===== src/rtl/multicycle_ctrl.sv =====
// multicycle_ctrl
//   Control FSM for a multi-cycle RISC-V datapath that shares one ALU for
//   PC+4, effective address, branch target and execute. Supports lw, sw,
//   R-type, I-type ALU, beq, blt and jal.
//
// Ports
//   clk, rst              clock, synchronous active-high reset
//   opcode/funct3/funct7b5 instruction fields from the instruction register
//   zero, signbit         ALU result flags used for branch resolution
//   mem_ready             memory access completes this cycle
//   alu_sel               ALU operation select
//   alu_src_a/alu_src_b   ALU operand muxes
//   imm_src               immediate format (from opcode)
//   result_src, adr_src   result and memory-address muxes
//   ir_write, pc_write, reg_write, mem_write, mem_req   enables
//   illegal               one-cycle pulse on unsupported opcode/funct3
module multicycle_ctrl #(
    parameter logic [2:0] ALU_ADD = 3'd3,
    parameter logic [2:0] ALU_SUB = 3'd6,
    parameter logic [2:0] ALU_AND = 3'd0,
    parameter logic [2:0] ALU_OR  = 3'd1,
    parameter logic [2:0] ALU_SLL = 3'd4
) (
    input  logic       clk,
    input  logic       rst,
    input  logic [6:0] opcode,
    input  logic [2:0] funct3,
    input  logic       funct7b5,
    input  logic       zero,
    input  logic       signbit,
    input  logic       mem_ready,
    output logic [2:0] alu_sel,
    output logic [1:0] alu_src_a,
    output logic [1:0] alu_src_b,
    output logic [2:0] imm_src,
    output logic [1:0] result_src,
    output logic       adr_src,
    output logic       ir_write,
    output logic       pc_write,
    output logic       reg_write,
    output logic       mem_write,
    output logic       mem_req,
    output logic       illegal
);

    localparam logic [6:0] OP_LW  = 7'b0000011;
    localparam logic [6:0] OP_SW  = 7'b0100011;
    localparam logic [6:0] OP_R   = 7'b0110011;
    localparam logic [6:0] OP_I   = 7'b0010011;
    localparam logic [6:0] OP_BR  = 7'b1100011;
    localparam logic [6:0] OP_JAL = 7'b1101111;

    typedef enum logic [3:0] {
        S_IDLE, S_FETCH, S_DECODE, S_MEMADR, S_MEMREAD, S_MEMWB,
        S_MEMWRITE, S_EXECR, S_EXECI, S_ALUWB, S_BRANCH, S_JAL
    } state_t;

    state_t state_q, state_d;

    // ALU function decode shared by EXECR/EXECI. funct7b5 selects SUB only
    // for R-type; I-type has no subtract so bit 30 is part of the immediate.
    logic [2:0] funct_sel;
    logic       funct_ok;

    always_comb begin
        funct_sel = ALU_AND;
        funct_ok  = 1'b1;
        case (funct3)
            3'b000:  funct_sel = (state_q == S_EXECR && funct7b5) ? ALU_SUB : ALU_ADD;
            3'b111:  funct_sel = ALU_AND;
            3'b110:  funct_sel = ALU_OR;
            3'b001:  funct_sel = ALU_SLL;
            default: funct_ok  = 1'b0;
        endcase
    end

    // State register
    always_ff @(posedge clk) begin
        if (rst) state_q <= S_IDLE;
        else     state_q <= state_d;
    end

    // Next-state logic
    always_comb begin
        state_d = state_q;
        case (state_q)
            S_IDLE:     state_d = S_FETCH;
            S_FETCH:    if (mem_ready) state_d = S_DECODE;
            S_DECODE: begin
                case (opcode)
                    OP_LW, OP_SW: state_d = S_MEMADR;
                    OP_R:         state_d = S_EXECR;
                    OP_I:         state_d = S_EXECI;
                    OP_BR:        state_d = S_BRANCH;
                    OP_JAL:       state_d = S_JAL;
                    default:      state_d = S_FETCH;
                endcase
            end
            S_MEMADR:   state_d = (opcode == OP_LW) ? S_MEMREAD : S_MEMWRITE;
            S_MEMREAD:  if (mem_ready) state_d = S_MEMWB;
            S_MEMWB:    state_d = S_FETCH;
            S_MEMWRITE: if (mem_ready) state_d = S_FETCH;
            S_EXECR,
            S_EXECI:    state_d = funct_ok ? S_ALUWB : S_FETCH;
            S_ALUWB:    state_d = S_FETCH;
            S_BRANCH:   state_d = S_FETCH;
            S_JAL:      state_d = S_ALUWB;
            default:    state_d = S_IDLE;
        endcase
    end

    // Output decode. Mostly Moore; the fetch handshake, branch resolution
    // and illegal detection also look at the current inputs.
    always_comb begin
        alu_sel    = 3'd0;
        alu_src_a  = 2'd0;
        alu_src_b  = 2'd0;
        imm_src    = 3'd0;
        result_src = 2'd0;
        adr_src    = 1'b0;
        ir_write   = 1'b0;
        pc_write   = 1'b0;
        reg_write  = 1'b0;
        mem_write  = 1'b0;
        mem_req    = 1'b0;
        illegal    = 1'b0;

        // Immediate format follows the opcode; held at 0 in IDLE so the
        // post-reset state is fully quiet.
        if (state_q != S_IDLE) begin
            case (opcode)
                OP_SW:   imm_src = 3'd1;
                OP_BR:   imm_src = 3'd2;
                OP_JAL:  imm_src = 3'd3;
                default: imm_src = 3'd0;
            endcase
        end

        case (state_q)
            S_FETCH: begin
                mem_req = 1'b1;
                // PC+4 is computed and written in the same cycle the
                // instruction arrives, so nothing is committed while waiting.
                if (mem_ready) begin
                    ir_write   = 1'b1;
                    pc_write   = 1'b1;
                    alu_src_a  = 2'd0;
                    alu_src_b  = 2'd2;
                    alu_sel    = ALU_ADD;
                    result_src = 2'd2;
                end
            end
            S_DECODE: begin
                // oldPC + imm: branch target sits in ALUOut for BRANCH.
                alu_src_a = 2'd1;
                alu_src_b = 2'd1;
                alu_sel   = ALU_ADD;
                case (opcode)
                    OP_LW, OP_SW, OP_R, OP_I, OP_BR, OP_JAL: illegal = 1'b0;
                    default:                                 illegal = 1'b1;
                endcase
            end
            S_MEMADR: begin
                alu_src_a = 2'd2;
                alu_src_b = 2'd1;
                alu_sel   = ALU_ADD;
            end
            S_MEMREAD: begin
                mem_req = 1'b1;
                adr_src = 1'b1;
            end
            S_MEMWB: begin
                result_src = 2'd1;
                reg_write  = 1'b1;
            end
            S_MEMWRITE: begin
                mem_req   = 1'b1;
                adr_src   = 1'b1;
                mem_write = 1'b1;
            end
            S_EXECR, S_EXECI: begin
                alu_src_a = 2'd2;
                alu_src_b = (state_q == S_EXECI) ? 2'd1 : 2'd0;
                alu_sel   = funct_ok ? funct_sel : 3'd0;
                illegal   = ~funct_ok;
            end
            S_ALUWB: begin
                reg_write = 1'b1;
            end
            S_BRANCH: begin
                // rs1 - rs2; target from DECODE is still in ALUOut.
                alu_src_a = 2'd2;
                alu_src_b = 2'd0;
                alu_sel   = ALU_SUB;
                case (funct3)
                    3'b000:  pc_write = zero;
                    3'b100:  pc_write = signbit;
                    default: illegal  = 1'b1;
                endcase
            end
            S_JAL: begin
                // Link value oldPC+4 goes to ALUOut; PC takes the target
                // computed in DECODE.
                alu_src_a = 2'd1;
                alu_src_b = 2'd2;
                alu_sel   = ALU_ADD;
                pc_write  = 1'b1;
            end
            default: ;
        endcase
    end

endmodule


===== config.mk =====
export PLATFORM = sky130hd
export DESIGN_NAME = multicycle_ctrl
export DESIGN_NICKNAME = d
export VERILOG_FILES = /design/src/rtl/multicycle_ctrl.sv
export SDC_FILE = /design/constraint.sdc
export NUM_CORES = 1
export LEC_CHECK = 0
export BUFFER_PORTS_ARGS = -buffer_cell sky130_fd_sc_hd__buf_2
export CAP_MARGIN = 30
export CORE_UTILIZATION = 49
export DETAILED_ROUTE_END_ITERATION = 7
export GPL_TIMING_DRIVEN = 1
export PLACE_DENSITY_LB_ADDON = 0.12
export SLEW_MARGIN = 20
export SYNTH_ARGS = -nofsm -noshare
export SYNTH_HDL_FRONTEND = slang
export SYNTH_SLANG_ARGS = --single-unit

===== constraint.sdc =====
create_clock -name clk -period 4.17 [get_ports clk]
set_input_delay 0.2085 -clock clk [delete_from_list [all_inputs] [get_ports clk]]
set_output_delay 0.2085 -clock clk [all_outputs]
set_load 0.03 [all_outputs]

Yosys cells after proc, flatten, opt, wreduce, memory -nomap -nowiden
Cells that the tools add are included.
{"block": "word_totals", "register_bits": 4, "latch_bits": 0, "ram_bits": 0, "romBits": 0, "out_inout_bits": 19, "wordCells": 75, "memories": 0}
{"block": "op_classes", "n_addsub": 0, "mul": 0, "n_div": 0, "order_cmp": 0, "eq_ne": 24, "shifts": 0, "mux": 31, "bitwise_logic": 1, "reduce_logical": 18}
{"cell": "$pmux W4 S8", "n": 1}
{"cell": "$pmux W4 S5", "n": 1}
{"cell": "$eq A4 B3 Y1 const B", "n": 4}
{"cell": "$eq A4 B4 Y1 const B", "n": 4}
{"cell": "$mux W4", "n": 4}
{"cell": "$eq A7 B6 Y1 const B", "n": 2}
{"cell": "$eq A7 B7 Y1 const B", "n": 2}
{"cell": "$reduce_or A2 Y1", "n": 7}
{"cell": "$pmux W3 S4", "n": 1}
{"cell": "$reduce_or A4 Y1", "n": 3}
{"cell": "$mux W1", "n": 10}
{"cell": "$eq A3 B3 Y1 const B", "n": 3}
{"cell": "$pmux W3 S3", "n": 1}
{"cell": "$eq A4 B2 Y1 const B", "n": 2}
{"cell": "$mux W2", "n": 4}
{"cell": "$pmux W2 S2", "n": 2}
{"cell": "$pmux W2 S4", "n": 1}
{"cell": "$eq A7 B2 Y1 const B", "n": 1}
{"cell": "$eq A7 B5 Y1 const B", "n": 1}
{"cell": "$mux W3", "n": 2}
{"cell": "$ne A2 B2 Y1 const B", "n": 3}
{"cell": "$pmux W1 S3", "n": 2}
{"cell": "$pmux W2 S3", "n": 1}
{"cell": "$reduce_or A3 Y1", "n": 2}
{"cell": "10 further kinds", "n": 10}

Depth between registers and ports, before layout
Gate-level depths: netlist of run 1.
{"block": "logic_depth", "word_depth": 6, "depth_mapped": 6, "depth_no_buf": 4}

Worst setup path before layout of run 1
No wires, ideal clock.
{"block": "synth_timing", "path_kind": "register to output", "start": "reg state_q[1]", "end": "out alu_sel[0]", "t_arrival_ns": 1.929, "required_ns": 3.962, "slack_ns": 2.032, "path_stages_with_launch": 6, "cell_sequence": "dfxtp_1 > clkbuf_1 > or3b_2 > a21oi_1 > a21oi_1 > o21ai_0"}
{"block": "synth_between", "elab_chain_len": 6, "elab_cells_between_ends": 14}
{"element": "start, declared", "line_no": "58", "text": "state_t state_q, state_d;"}
{"element": "start signal, assigned", "line_no": "80", "text": "else state_q <= state_d;"}
{"element": "$eq A4 B3 Y1", "line_no": "69, 139"}
{"element": "$logic_and A1 B1 Y1", "line_no": "69", "text": "3'b000: funct_sel = (state_q == S_EXECR && funct7b5) ? ALU_SUB : ALU_ADD;"}
{"element": "$mux W3", "line_no": "69"}
{"element": "$pmux W3 S3", "line_no": "68", "text": "case (funct3)"}
{"element": "$mux W3", "line_no": "184", "text": "alu_sel = funct_ok ? funct_sel : 3'd0;"}
{"element": "$pmux W3 S4 *", "line_no": "139", "text": "case (state_q)"}
{"element": "end, declared", "line_no": "32", "text": "output logic [2:0] alu_sel,"}
Every way passes the cells marked *; elsewhere a longest branch is shown, timed or not.

Worst setup path in the final report of run 1
{"block": "layout_timing", "start": "reg state_q[3]", "end": "out illegal"}
{"block": "layout_between", "elab_chain_len": 3, "elab_cells_between_ends": 6}
{"element": "$eq A4 B3 Y1 / $eq A4 B4 Y1 (equally long branches)", "line_no": "139"}
{"element": "$reduce_or A2 Y1", "line_no": "139"}
{"element": "$pmux W1 S3 *", "line_no": "139"}
{"element": "end, declared", "line_no": "43", "text": "output logic illegal"}
Marks and branches as above.

==> results of run 1 <==
-- worst max-delay path, stage by stage, from the launching register on --
cell and delay [ns]:
sky130_fd_sc_hd__dfxtp_1 0.69, sky130_fd_sc_hd__nand2b_1 0.28, sky130_fd_sc_hd__o22ai_1 0.30, sky130_fd_sc_hd__a21oi_1 0.11, sky130_fd_sc_hd__o211ai_1 0.15, sky130_fd_sc_hd__buf_2 0.22
-- cells by family after synthesis --
logic type / Yosys count / share of synthesized area [%]
buffers and inverters: 12 / 8.52
DFF: 4 / 10.9
muxes: 3 / 4.26
and+or+nand+nor: 56 / 42.6
AOI/OAI and AO/OA: 32 / 29.6
other: 1 / 0.511
xor gates and xnor gates: 3 / 3.58
-- synthesized netlist by cell type, drive strengths merged, types with 2 or more instances --
cell | count | area share, %
nor2 | 14 | 7.2
nand2 | 13 | 6.6
a21oi | 9 | 6.1
nand2b | 6 | 5.1
buf | 5 | 4.9
inv | 5 | 2.6
nor3 | 5 | 3.4
dfxtp | 4 | 11
o211ai | 4 | 4.8
a21o | 3 | 3.1
nand3 | 3 | 2.0
o21ai | 3 | 2.0
o22ai | 3 | 2.6
a31oi | 2 | 1.7
a32oi | 2 | 2.4
and4b | 2 | 2.7
clkbuf | 2 | 1.0
mux2i | 2 | 2.7
nand3b | 2 | 2.0
nand4 | 2 | 1.7
nor4b | 2 | 3.2
or3b | 2 | 2.4
xnor2 | 2 | 2.4
-- final timing paths --
check / slack, ns / end / from / depth (start not counted)
setup / recovery: 1.97 / illegal / state_q[3] / 5
hold / removal: 0.16 / state_q[3] / rst / 2
setup reg to reg: 2.46 / state_q[2] / state_q[0] / 4
hold reg to reg: 0.77 / state_q[1] / state_q[2] / 2
-- power by group through the flow --
stage,clock network [mW],logic (mW),registers [mW]
after floorplan,0,0.239,0.0568
after global placement,0,0.283,0.0823
after detailed placement,0,0.284,0.0829
after CTS,0.0538,0.286,0.0823
after global routing,0.0560,0.315,0.0869
final,0.0521,0.286,0.0831
-- layout make-up --
| cell class | instances | area [um^2] |
|---|---|---|
| well taps | 15 | 18.8 |
| multi-input cells | 95 | 592 |
| inverters | 5 | 18.8 |
| clock buffers | 3 | 22.5 |
| flip-flops and latches | 4 | 80.1 |
| repair buffers | 33 | 165 |
| fillers | 146 | 453 |
-- metrics by stage --
stage | instance area [um^2] | std cells | total power, mW
2_1_floorplan | 734 | 111 | 0.296
3_3_place_gp | 875 | 152 | 0.366
3_5_place_dp | 875 | 152 | 0.367
4_1_cts | 897 | 155 | 0.422
5_1_grt | 897 | 155 | 0.458
6_report | 897 | 155 | 0.421
-- layer usage --
metal,track usage (%),up-vias
li1,-,467
met1,35.6,428
met2,51.6,42
met3,6.52,0
met4,7.50,0
met5,0,-
==> tab_implementation.tex, run 1 <==
\begin{tabular}{lr}
\hline
Metric & Value \\
\hline
\multicolumn{2}{l}{\textbf{Logic synthesis}} \\
\quad Synthesis warning total & 0 \\
\quad Unique masters post-synth & 42 \\
\quad Dominant synthesized flop cell & sky130\_fd\_sc\_hd\_\_dfxtp\_1 \\
\quad Async set or reset register ratio after synthesis & 0\% \\
\quad Post-synth design cell area & 734 um\^{}2 \\
\quad Number of instances in the synthesized netlist & 111 \\
\quad Sequential cell area fraction in the yosys report & 10.9\% \\
\quad Mean instance size in the synthesized netlist & 6.62 um\^{}2 \\
\quad Post-synthesis sequential element count & 4 \\
\quad Synthesized netlist net count & 127 \\
\quad Number of synthesized flops with an enable pin & 0 \\
\multicolumn{2}{l}{\textbf{Routing}} \\
\quad Number of vias per cell after detailed routing & 6.05 \\
\quad Uppermost signal routing layer after detailed routing & met3 \\
\quad Met3 wire length & 114 um \\
\quad Met1 Routed Length & 929 um \\
\quad Routed length per placed instance & 13.3 um \\
\quad Number of DRC violations after detailed routing & 0 \\
\quad Routed wire length & 2060 um \\
\quad Post-route ant nets & 0 \\
\quad Number of DRC markers after the initial detailed-route iteration & 19 \\
\quad Pre-antenna DRT Iters & 4 \\
\quad Detailed-routed wire length on met2 & 1010 um \\
\quad Detailed-route via count & 937 \\
\multicolumn{2}{l}{\textbf{Clock network}} \\
\quad Maximum clock path buffer count & 2 \\
\quad Clock transition at path regs & 0.04 ns \\
\quad CTS tree & yes \\
\quad Clock net sink count & 4 \\
\quad Cts bufs inserted & 3 \\
\quad Count of cells resized by post-cts repair & 0 \\
\quad Latest clock arrival within the worst-skew pair & 0.24 ns \\
\quad Root Driver & sky130\_fd\_sc\_hd\_\_clkbuf\_4 \\
\quad Hold buffer count at CTS & 0 \\
\quad H-tree depth & 1 \\
\quad Number of setup buffers added after CTS & 0 \\
\multicolumn{2}{l}{\textbf{Die}} \\
\quad I/O pins & 35 \\
\quad Area of the core region & 0.00135 mm\^{}2 \\
\quad Number of rows created at floorplan & 13 \\
\quad Area enclosed by the die boundary & 0.00166 mm\^{}2 \\
\quad Floorplan die height & 40.7 um \\
\quad Effective utilization at floorplan & 54.4\% \\
\quad Overall die width & 40.7 um \\
\multicolumn{2}{l}{\textbf{Layout}} \\
\quad Share of cells above drive strength 1 & 30.7\% \\
\quad Final Util & 66.5\% \\
\quad Register containing the most flip-flops in the final layout & state\_q \\
\quad Leading cell type in the layout, fill and taps excluded & sky130\_fd\_sc\_hd\_\_buf\_2 \\
\quad Antenna cell count & 0 \\
\quad Leading cell types in the layout, fill and taps excluded & sky130\_fd\_sc\_hd\_\_buf\_2, sky130\_fd\_sc\_hd\_\_nor2\_1, sky130\_fd\_sc\_hd\_\_nand2\_1, sky130\_fd\_sc\_hd\_\_a21oi\_1, sky130\_fd\_sc\_hd\_\_nand2b\_1 \\
\quad Syn-to-layout area delta & 22.1\% \\
\quad Largest registers & state\_q x4 \\
\quad Flip-flop count of the largest register, all copies and words added & 4 \\
\quad NumNets Final & 158 \\
\multicolumn{2}{l}{\textbf{GRT}} \\
\quad Global-route wire length before repair & 3240 um \\
\quad GR Overflow Total & 0 \\
\quad Number of global-route vias before repair & 782 \\
\quad Maximum number of pins on one net before global-route repair & 19 \\
\quad Global routing usage summed across all routing layers & 29.4\% \\
\quad Number of antenna violations at the first check in global routing & 0 \\
\multicolumn{2}{l}{\textbf{Timing}} \\
\quad Total negative slack & 0 ns \\
\quad Setup repair after global routing missed its margin & false \\
\quad Total of endpoints with negative setup slack in the final report & 0 \\
\quad Relative slew slack & 60.6\% \\
\quad WHS & 0.156 ns \\
\quad Final hold viol count & 0 \\
\quad Minimum clock period after layout & 2.20 ns \\
\quad Number of slew-limit violations in the final report & 0 \\
\quad Transition at the pin with the smallest max-transition slack & 0.590 ns \\
\quad Setup Skew & 0.00292 ns \\
\quad Fmax achieved & 454 MHz \\
\quad Final worst-path setup slack & 1.97 ns \\
\quad Final worst-path cycle share & 52.8\% \\
\multicolumn{2}{l}{\textbf{Worst setup path}} \\
\quad Endpoint kind of the worst setup timing path & primary output \\
\quad Critical Path RT & 3.96 ns \\
\quad Worst setup path category & reg -> out \\
\quad Worst Path Arrival & 1.99 ns \\
\quad Largest fanout of any net on the critical path & 18 \\
\quad Critical path launch point type & flop \\
\multicolumn{2}{l}{\textbf{Run}} \\
\quad Max Cap Viol & 0 \\
\multicolumn{2}{l}{\textbf{Outcome}} \\
\quad Result of the run & finished clean \\
\multicolumn{2}{l}{\textbf{Pwr}} \\
\quad Switching part of the total power & 57.2\% \\
\quad Switching power total & 0.241 mW \\
\quad Combinational Power Share & 67.9\% \\
\quad Total leakage power & 0.414 nW \\
\quad Design internal power & 0.181 mW \\
\quad Power per standard cell area & 470 mW/mm\^{}2 \\
\quad Clock power frac & 12.4\% \\
\quad Worst IR Drop VDD & 0.196 mV \\
\quad Sequential share of power & 19.7\% \\
\multicolumn{2}{l}{\textbf{Placed design}} \\
\quad PortBufs & 33 \\
\quad Sum of net half-perimeters after detailed placement & 1540 um \\
\quad Place WS & 2.29 ns \\
\quad Final RePlAce weighted congestion & 0.831 \\
\multicolumn{2}{l}{\textbf{Min path}} \\
\quad Worst Hold Class & in -> reg \\
\hline
\end{tabular}
Note: power is estimated with default switching activity, not from simulation.
==> inputs of run 2 (changes only) <==
Settings changed: CORE_UTILIZATION 49 to 45.
Clock period 4.17 ns to 2.2 ns, I/O delays scaled along.
==> tab_implementation.tex, run 2 (same netlist as run 1, synthesis figures left out) <==
\begin{tabular}{lr}
\hline
Metric & Value \\
\hline
\multicolumn{2}{l}{\textbf{Outcome}} \\
\quad Result of the run & finished clean (unchanged) \\
\multicolumn{2}{l}{\textbf{Layout}} \\
\quad Leading cell types in the layout, fill and taps excluded & sky130\_fd\_sc\_hd\_\_buf\_2, sky130\_fd\_sc\_hd\_\_nor2\_1, sky130\_fd\_sc\_hd\_\_nand2\_1, sky130\_fd\_sc\_hd\_\_a21oi\_1, sky130\_fd\_sc\_hd\_\_nand2b\_1 (unchanged) \\
\quad Antenna cell count & 0 (unchanged) \\
\quad Flip-flop count of the largest register, all copies and words added & 4 (unchanged) \\
\quad Register containing the most flip-flops in the final layout & state\_q (unchanged) \\
\quad NumNets Final & 158 (unchanged) \\
\quad Number of fill cells & 149 (was 146) \\
\quad Leading cell type in the layout, fill and taps excluded & sky130\_fd\_sc\_hd\_\_buf\_2 (unchanged) \\
\quad Final Util & 59.6\% (was 66.5\%) \\
\quad Final standard cell area without fillers & 908 um\^{}2 (was 897 um\^{}2) \\
\quad Share of cells above drive strength 1 & 33.6\% (was 30.7\%) \\
\quad Final non-filler cell total & 156 (was 155) \\
\quad Syn-to-layout area delta & 23.7\% (was 22.1\%) \\
\quad Largest registers & state\_q x4 (unchanged) \\
\multicolumn{2}{l}{\textbf{Clock network}} \\
\quad Clock net sink count & 4 (unchanged) \\
\quad Clock transition at path regs & 0.04 ns (about the same) \\
\quad Number of setup buffers added after CTS & 0 (unchanged) \\
\quad H-tree depth & 1 (unchanged) \\
\quad CTS tree & yes (unchanged) \\
\quad Root Driver & sky130\_fd\_sc\_hd\_\_clkbuf\_4 (unchanged) \\
\quad Maximum clock path buffer count & 2 (unchanged) \\
\quad Latest clock arrival within the worst-skew pair & 0.25 ns (was 0.24 ns) \\
\quad Cts bufs inserted & 3 (unchanged) \\
\multicolumn{2}{l}{\textbf{Pwr}} \\
\quad Worst IR Drop VDD & 0.318 mV (was 0.196 mV) \\
\quad Power per standard cell area & 879 mW/mm\^{}2 (was 470 mW/mm\^{}2) \\
\quad Total leakage power & 0.418 nW (was 0.414 nW) \\
\quad Power consumption & 0.798 mW (was 0.421 mW) \\
\multicolumn{2}{l}{\textbf{Worst setup path}} \\
\quad Critical path launch point type & flop (unchanged) \\
\quad Kind of cell with the highest combined delay on the critical path & simple AND/OR/NAND/NOR gates (was flip-flops) \\
\quad CP bufs+invs & 1 (unchanged) \\
\quad Critical Path RT & 2.09 ns (was 3.96 ns) \\
\quad Largest stage delay, worst path & 0.50 ns (was 0.69 ns) \\
\quad Most frequent CP cell & sky130\_fd\_sc\_hd\_\_a21oi\_1 \\
\quad Endpoint kind of the worst setup timing path & primary output (unchanged) \\
\quad Slowest CP cell & sky130\_fd\_sc\_hd\_\_or3b\_2 (was sky130\_fd\_sc\_hd\_\_dfxtp\_1) \\
\quad Worst Path Arrival & 1.84 ns (was 1.99 ns) \\
\quad R2R depth & 4 (unchanged) \\
\quad Largest fanout of any net on the critical path & 14 (was 18) \\
\quad Series of cell instances along the critical path & or3b\_2, a21oi\_1, a21oi\_1, o21ai\_0, buf\_2 (was nand2b\_1, o22ai\_1, a21oi\_1, o211ai\_1, buf\_2) \\
\quad Worst setup path category & reg -> out (unchanged) \\
\quad Cell count along the critical path & 5 (unchanged) \\
\multicolumn{2}{l}{\textbf{Routing}} \\
\quad Post-route ant nets & 0 (unchanged) \\
\quad Number of DRC violations after detailed routing & 0 (unchanged) \\
\quad Pre-antenna DRT Iters & 5 (was 4) \\
\quad Detailed-route via count & 921 (was 937) \\
\quad Routed length per placed instance & 12.5 um (was 13.3 um) \\
\quad Number of vias per cell after detailed routing & 5.90 (was 6.05) \\
\quad Routed wire length & 1950 um (was 2060 um) \\
\quad Number of DRC markers after the initial detailed-route iteration & 16 (was 19) \\
\multicolumn{2}{l}{\textbf{Timing}} \\
\quad Total negative slack & 0 ns (unchanged) \\
\quad Setup Skew & 0.00385 ns (was 0.00292 ns) \\
\quad Final worst-path setup slack & 0.253 ns (was 1.97 ns) \\
\quad Fmax achieved & 514 MHz \\
\quad Minimum clock period after layout & 1.95 ns \\
\quad WHS & 0.0474 ns (was 0.156 ns) \\
\quad Number of slew-limit violations in the final report & 0 (unchanged) \\
\quad Final hold viol count & 0 (unchanged) \\
\quad Total of endpoints with negative setup slack in the final report & 0 (unchanged) \\
\quad Setup repair after global routing missed its margin & false (unchanged) \\
\quad Final worst-path cycle share & 88.5\% \\
\multicolumn{2}{l}{\textbf{Placed design}} \\
\quad Placed instance count & 153 (was 152) \\
\quad Post-DP Area & 876 um\^{}2 (was 875 um\^{}2) \\
\quad PortBufs & 33 (unchanged) \\
\quad Sum of net half-perimeters after detailed placement & 1480 um (was 1540 um) \\
\quad Place WS & 0.410 ns (was 2.29 ns) \\
\quad Final RePlAce weighted congestion & 0.785 (was 0.831) \\
\multicolumn{2}{l}{\textbf{Die}} \\
\quad Number of rows created at floorplan & 14 (was 13) \\
\quad I/O pins & 35 (unchanged) \\
\quad Area of the core region & 0.00152 mm\^{}2 (was 0.00135 mm\^{}2) \\
\quad Floorplan die height & 42.4 um (was 40.7 um) \\
\quad Effective utilization at floorplan & 48.2\% (was 54.4\%) \\
\quad Area enclosed by the die boundary & 0.00180 mm\^{}2 (was 0.00166 mm\^{}2) \\
\quad Overall die width & 42.4 um (was 40.7 um) \\
\multicolumn{2}{l}{\textbf{Min path}} \\
\quad Worst Hold Class & in -> reg (unchanged) \\
\quad Hold Path Stages & 2 (unchanged) \\
\multicolumn{2}{l}{\textbf{Run}} \\
\quad Max Cap Viol & 0 (unchanged) \\
\multicolumn{2}{l}{\textbf{GRT}} \\
\quad Global routing usage summed across all routing layers & 23.2\% (was 29.4\%) \\
\quad GR Overflow Total & 0 (unchanged) \\
\quad Global-route wire length before repair & 3280 um (was 3240 um) \\
\quad Maximum number of pins on one net before global-route repair & 19 (unchanged) \\
\quad Number of global-route vias before repair & 738 (was 782) \\
\quad Number of antenna violations at the first check in global routing & 0 (unchanged) \\
\hline
\end{tabular}
-- run 2: cell count changes in the layout (fill, tap and decap cells not counted) --
cell,change
sky130_fd_sc_hd__dfxtp_1,-3
sky130_fd_sc_hd__dfxtp_2,+3
sky130_fd_sc_hd__nor4b_1,-1
sky130_fd_sc_hd__nor4b_2,+1
-- run 2: path summary, 6_finish.rpt --
kind	from	end	slack (ns)
hold / removal	rst	state_q[3]	0.05
hold reg to reg	state_q[3]	state_q[2]	0.69
setup / recovery	state_q[1]	alu_sel[0]	0.25
setup reg to reg	state_q[1]	state_q[0]	0.53
-- run 2: what timing repair did --
action / in CTS / in global routing
setup endpoints to repair: 0 / 3
resized for setup: 0 / 4
hold buffers: 0 / 0
-- run 2: area by class of cell --
class | instances | area (um^2) | share of cell area (%)
multi-input combinational | 95 | 598 | 65.8
timing repair buffer | 33 | 165 | 18.2
sequential | 4 | 83.8 | 9.23
clock buffer | 3 | 22.5 | 2.48
tap | 16 | 20.0 | 2.20
inverter | 5 | 18.8 | 2.07
-- run 2: where the power goes --
| group | switching, mW | total, mW | internal, mW |
|---|---|---|---|
| Sequential | 0.0656 | 0.159 | 0.0934 |
| Combinational | 0.347 | 0.540 | 0.193 |
| Clock | 0.0373 | 0.0988 | 0.0615 |
| Total | 0.450 | 0.798 | 0.348 |
-- run 2: layer usage --
layer	vias to the layer above	share of wire [%]	wire, um	global-route usage [%]
met5	-	0	0	0
met4	0	1.3	25	9.38
met3	4	5.5	107	4.74
met2	34	44	857	32.9
met1	417	49	961	33.5
li1	466	-	-	-
